### config.mk
export PLATFORM = sky130hd
export DESIGN_NAME = io_port_bank
export DESIGN_NICKNAME = d
export VERILOG_FILES = /design/src/rtl/io_port_bank.sv
export SDC_FILE = /design/constraint.sdc
export NUM_CORES = 1
export LEC_CHECK = 0
export CORE_MARGIN = 3
export CORE_UTILIZATION = 47
export CTS_CLUSTER_SIZE = 14
export DETAILED_ROUTE_END_ITERATION = 10
export PLACE_DENSITY = 0.77
export RECOVER_POWER = 100
export SYNTH_ARGS = -nofsm -noshare
export SYNTH_HDL_FRONTEND = slang
export SYNTH_SLANG_ARGS = --single-unit
### constraint.sdc
create_clock -name clk -period 6.7 [get_ports clk]
set_input_delay 1.34 -clock clk [delete_from_list [all_inputs] [get_ports clk]]
set_output_delay 1.34 -clock clk [all_outputs]
set_load 0.02 [all_outputs]
### src/rtl/io_port_bank.sv
// Memory-mapped I/O register bank: debounced buttons with sticky press flags and
// a maskable interrupt, synchronised switches, and red/green LED registers.
module io_port_bank #(
    parameter int DATA_W         = 16,
    parameter int N_BTN          = 4,
    parameter int N_SW           = 10,
    parameter int N_LEDR         = 10,
    parameter int N_LEDG         = 8,
    parameter int DEBOUNCE       = 4,
    parameter bit BTN_ACTIVE_LOW = 1'b0
) (
    input  logic              clk,
    input  logic              reset,
    input  logic              we,
    input  logic [2:0]        addr,
    input  logic [DATA_W-1:0] wdata,
    output logic [DATA_W-1:0] rdata,
    input  logic [N_BTN-1:0]  buttons,
    input  logic [N_SW-1:0]   switches,
    output logic [N_LEDR-1:0] led_r,
    output logic [N_LEDG-1:0] led_g,
    output logic              irq
);

    localparam int CNT_W = $clog2(DEBOUNCE + 1);
    localparam logic [CNT_W-1:0] DEB_LAST = CNT_W'(DEBOUNCE - 1);

    localparam logic [2:0] A_BTN   = 3'd0;
    localparam logic [2:0] A_PEND  = 3'd1;
    localparam logic [2:0] A_SW    = 3'd2;
    localparam logic [2:0] A_LEDR  = 3'd3;
    localparam logic [2:0] A_LEDG  = 3'd4;
    localparam logic [2:0] A_IRQEN = 3'd5;

    // Bus protocol: no handshake. A write with we=1 completes at the rising edge;
    // reads are combinational from addr and never stall or side-effect.

    logic [N_BTN-1:0] btn_raw;
    logic [N_BTN-1:0] btn_sync1, btn_sync2;
    logic [N_BTN-1:0] deb, deb_next, rise;
    logic [CNT_W-1:0] cnt [N_BTN];
    logic [CNT_W-1:0] cnt_next [N_BTN];
    logic [N_BTN-1:0] pend, pend_next, irq_en, w1c;
    logic [N_SW-1:0]  sw_sync1, sw_sync2;
    logic             unused_wdata;

    // Inversion happens before the synchroniser so reset value 0 is always "released".
    assign btn_raw = BTN_ACTIVE_LOW ? ~buttons : buttons;

    always_comb begin
        deb_next = deb;
        for (int i = 0; i < N_BTN; i++) begin
            cnt_next[i] = '0;
            if (btn_sync2[i] != deb[i]) begin
                if (cnt[i] == DEB_LAST)
                    deb_next[i] = ~deb[i];
                else
                    cnt_next[i] = cnt[i] + CNT_W'(1);
            end
        end
        rise = deb_next & ~deb;
    end

    // A press landing on the same edge as a W1C survives the clear.
    assign w1c       = (we && addr == A_PEND) ? wdata[N_BTN-1:0] : '0;
    assign pend_next = (pend & ~w1c) | rise;

    always_ff @(posedge clk or posedge reset) begin
        if (reset) begin
            btn_sync1 <= '0;
            btn_sync2 <= '0;
            deb       <= '0;
            pend      <= '0;
            sw_sync1  <= '0;
            sw_sync2  <= '0;
            for (int i = 0; i < N_BTN; i++) cnt[i] <= '0;
        end else begin
            btn_sync1 <= btn_raw;
            btn_sync2 <= btn_sync1;
            deb       <= deb_next;
            pend      <= pend_next;
            sw_sync1  <= switches;
            sw_sync2  <= sw_sync1;
            for (int i = 0; i < N_BTN; i++) cnt[i] <= cnt_next[i];
        end
    end

    always_ff @(posedge clk or posedge reset) begin
        if (reset) begin
            led_r  <= '0;
            led_g  <= '0;
            irq_en <= '0;
        end else if (we) begin
            case (addr)
                A_LEDR:  led_r  <= wdata[N_LEDR-1:0];
                A_LEDG:  led_g  <= wdata[N_LEDG-1:0];
                A_IRQEN: irq_en <= wdata[N_BTN-1:0];
                default: ;
            endcase
        end
    end

    always_comb begin
        rdata = '0;
        case (addr)
            A_BTN:   rdata[N_BTN-1:0]  = deb;
            A_PEND:  rdata[N_BTN-1:0]  = pend;
            A_SW:    rdata[N_SW-1:0]   = sw_sync2;
            A_LEDR:  rdata[N_LEDR-1:0] = led_r;
            A_LEDG:  rdata[N_LEDG-1:0] = led_g;
            A_IRQEN: rdata[N_BTN-1:0]  = irq_en;
            default: ;
        endcase
    end

    assign irq = |(pend & irq_en);

    // Upper write-data bits beyond each field width are intentionally dropped.
    assign unused_wdata = &{1'b0, wdata};

endmodule

==> qor.csv <==
stage;metric;value;unit
outcome;outcome;finished with violations;
outcome;violations;capacitance limit, slew limit;
clock_network;post_cts_resized;0;
synthesis;synth_commonest_cells;dfrtp_1, mux2_1, mux2i_1, nand2_1, buf_4;
clock_network;h-tree-depth;3;
timing;setup_viol;0;
synthesis;yosysMostFrequentCell;dfrtp_1;
setup_path;timing_worst_setup_path_type;in -> out;
grt;grt.overflow.total;0;
timing;maxClockFrequency;0.193;GHz
synthesis;async_flop_share;1.00;
cells_and_area;post-route-util;0.646;
floorplan;start_util;0.496;
setup_path;arrival;3830;ps
floorplan;die_h;82.9;µm
floorplan;dieArea;0.00687;mm²
setup_path;critPathRequiredTime;5360;ps
cells_and_area;area_growth;30.2;%
setup_path;critPathMaxFanout;14;
clock_network;cts_tree;done;
floorplan;core-area;0.00561;mm²
timing;fin_crit_sh;0.772;
synthesis;ys_ff_latch;70;
clock_network;postCtsSetupBuffers;0;
timing;relSlewSlack;-1.36;
grt;grt_pass1_vias;1725;
grt;antenna_found_initial;0;
placement;place_hpwl;3420;µm
setup_path;r2r_slack;5560;ps
synthesis;synth.area.top_cells;dfrtp_1, mux2_1, mux2i_1;
clock_network;numCtsBuffers;9;
synthesis;yosysTopAreaCellShare;0.630;
synthesis;synth_edf_count;0;
grt;grt_pass1_wl;8340;µm
placement;dpl_worst_slack;1640;ps
route;ant_nets;0;
floorplan;fp.dieW;82.9;µm
pwr;leakage;1.62;nW
route;wl;5030;µm
synthesis;netlist_area;0.00278;mm²
cells_and_area;n_antenna_cell;0;
timing;slew_viol_final;71;
floorplan;io-pin-count;71;
timing;skew;5.20;ps
synthesis;avgSynthCellArea;13.9;µm²
setup_path;startpoint_type;primary input;
clock_network;hold_buffers;0;
grt;grt_max_degree;71;
cells_and_area;drive_above_1_share;0.0784;
synthesis;ys_seq_area_frac;0.630;
placement;io_buffers;58;
route;drtIter0Drc;56;
timing;tightest_slew;3530;ps
setup_path;max_stage_delay;960;ps
route;wl_per_cell;14.8;µm
timing;timing.final.ws_setup;1530;ps
route;dr.pass1.iters;4;
setup_path;cp-end-kind;primary output;
setup_path;worst_path_dominant_cell_family;buffers and inverters;
clock_network;clkTransAtPathRegs;70;ps
floorplan;rows;27;
clock_network;clock_latency;340;ps
synthesis;ys_types;31;
grt;grt_usage;0.156;
route;drc;0;
clock_network;clock_path_buffers;2;
timing;final.min_clock_period;5170;ps
timing;fin_tns_setup;0;ps
pwr;powerDensity;347;mW/mm²
min_path;worstHoldPathType;reg -> reg;
job;max-cap-violations;1;
setup_path;crit_slowest_cell;dlygate4sd3_1;
pwr;ir_drop;0.165;mV
synthesis;yosysTopAreaCell;dfrtp_1;
synthesis;yosys_warnings;0;
route;vias;1713;
timing;hold_viol_final;0;
setup_path;crit_path_frequent_cell;dlygate4sd3_1;
clock_network;root_buffer;clkbuf_8;
placement;globalplace.congestion;0.787;
route;via_per_inst;5.04;
timing;rsz0062_at_grt;false;
setup_path;cp_num_buf_inv;2;
clock_network;cts_sinks;70;
setup_path;worstPathCellList;dlygate4sd3_1, nor3b_1, nand2_1, o21ai_0, dlygate4sd3_1;
cells_and_area;nets;303;
pwr;total_power;1.26;mW
synthesis;ys.flop_type;dfrtp_1;
synthesis;syn_inst;200;
==> layout by cell type (no fill, tap or decap), types with 2 or more instances in the layout <==
master,instances
conb_1,6
o21a_1,2
nand3_1,3
bufinv_16,3
mux2i_1,16
nand2b_1,2
o21ai_0,10
nor3b_1,6
nor2b_1,7
o221ai_1,2
ha_1,4
clkinvlp_4,2
a22oi_1,2
clkbuf_8,11
and2b_1,2
nand2_1,13
xnor2_1,4
clkdlybuf4s50_1,13
mux2_1,17
mux2_2,5
a32o_1,4
o32a_1,2
nor3_1,4
dfrtp_1,70
inv_1,5
dlygate4sd3_1,45
nor2_1,2
==> logic make-up after synthesis <==
logic type                 Yosys count  share of synthesized area
AOI/OAI and AO/OA                   23                     0.0599
xor gates and xnor gates             4                     0.0126
adders and majority gates            4                     0.0180
buffers and inverters               18                     0.0392
DFF                                 70                      0.630
muxes                               38                      0.147
other                                1                    0.00135
and+or+nand+nor                     42                     0.0923
==> per-stage QoR <==
stage,area [µm²],instances,hold WS [ps]
after global routing,3620,340,355
after detailed placement,3390,324,335
after global placement,3390,324,332
after floorplan,2800,205,331
final,3620,340,349
after CTS,3650,340,351
==> final cells by class <==
cell class                      count  area [µm²]
Timing Repair Buffer               59         584
Clock buffer                       11         151
Clock inverter                      5         105
Sequential cell                    70        1750
Multi-Input combinational cell    117         916
Inverter                            6        22.5
Fill cell                         454        1990
Tap cell                           72        90.1
==> registers in the layout, indices dropped and copies added (netlist names) <==
signal / flops
btn_sync2: 4
irq_en: 4
cnt: 12
led_g: 8
sw_sync2: 10
deb: 4
sw_sync1: 10
led_r: 10
btn_sync1: 4
pend: 4
==> path summary, 6_finish.rpt <==
kind | cells past startpoint | endpoint | from
min in group asynchronous | 3 | sw_sync1[8]$_DFF_PP0_ | reset
worst max register to register | 3 | pend[2]$_DFF_PP0_ | cnt[3]$_DFF_PP0_
worst min register to register | 0 | btn_sync2[2]$_DFF_PP0_ | btn_sync1[2]$_DFF_PP0_
worst max-delay path | 5 | rdata[6] | addr[2]
worst min-delay path | 0 | btn_sync2[2]$_DFF_PP0_ | btn_sync1[2]$_DFF_PP0_
max in group asynchronous | 3 | sw_sync1[2]$_DFF_PP0_ | reset
==> power breakdown <==
part           internal (mW)  total, mW  switching [mW]
Clock                  0.268      0.422           0.155
Sequential             0.502      0.555          0.0526
Combinational          0.139      0.280           0.141
Total                  0.909       1.26           0.349
==> routing by layer <==
layer / global-route usage / routed length, µm
met5: 0 / 0
met4: 0.0951 / 102
met3: 0.0327 / 264
met2: 0.234 / 2300
met1: 0.207 / 2360
(Power assumes the default switching activity.)
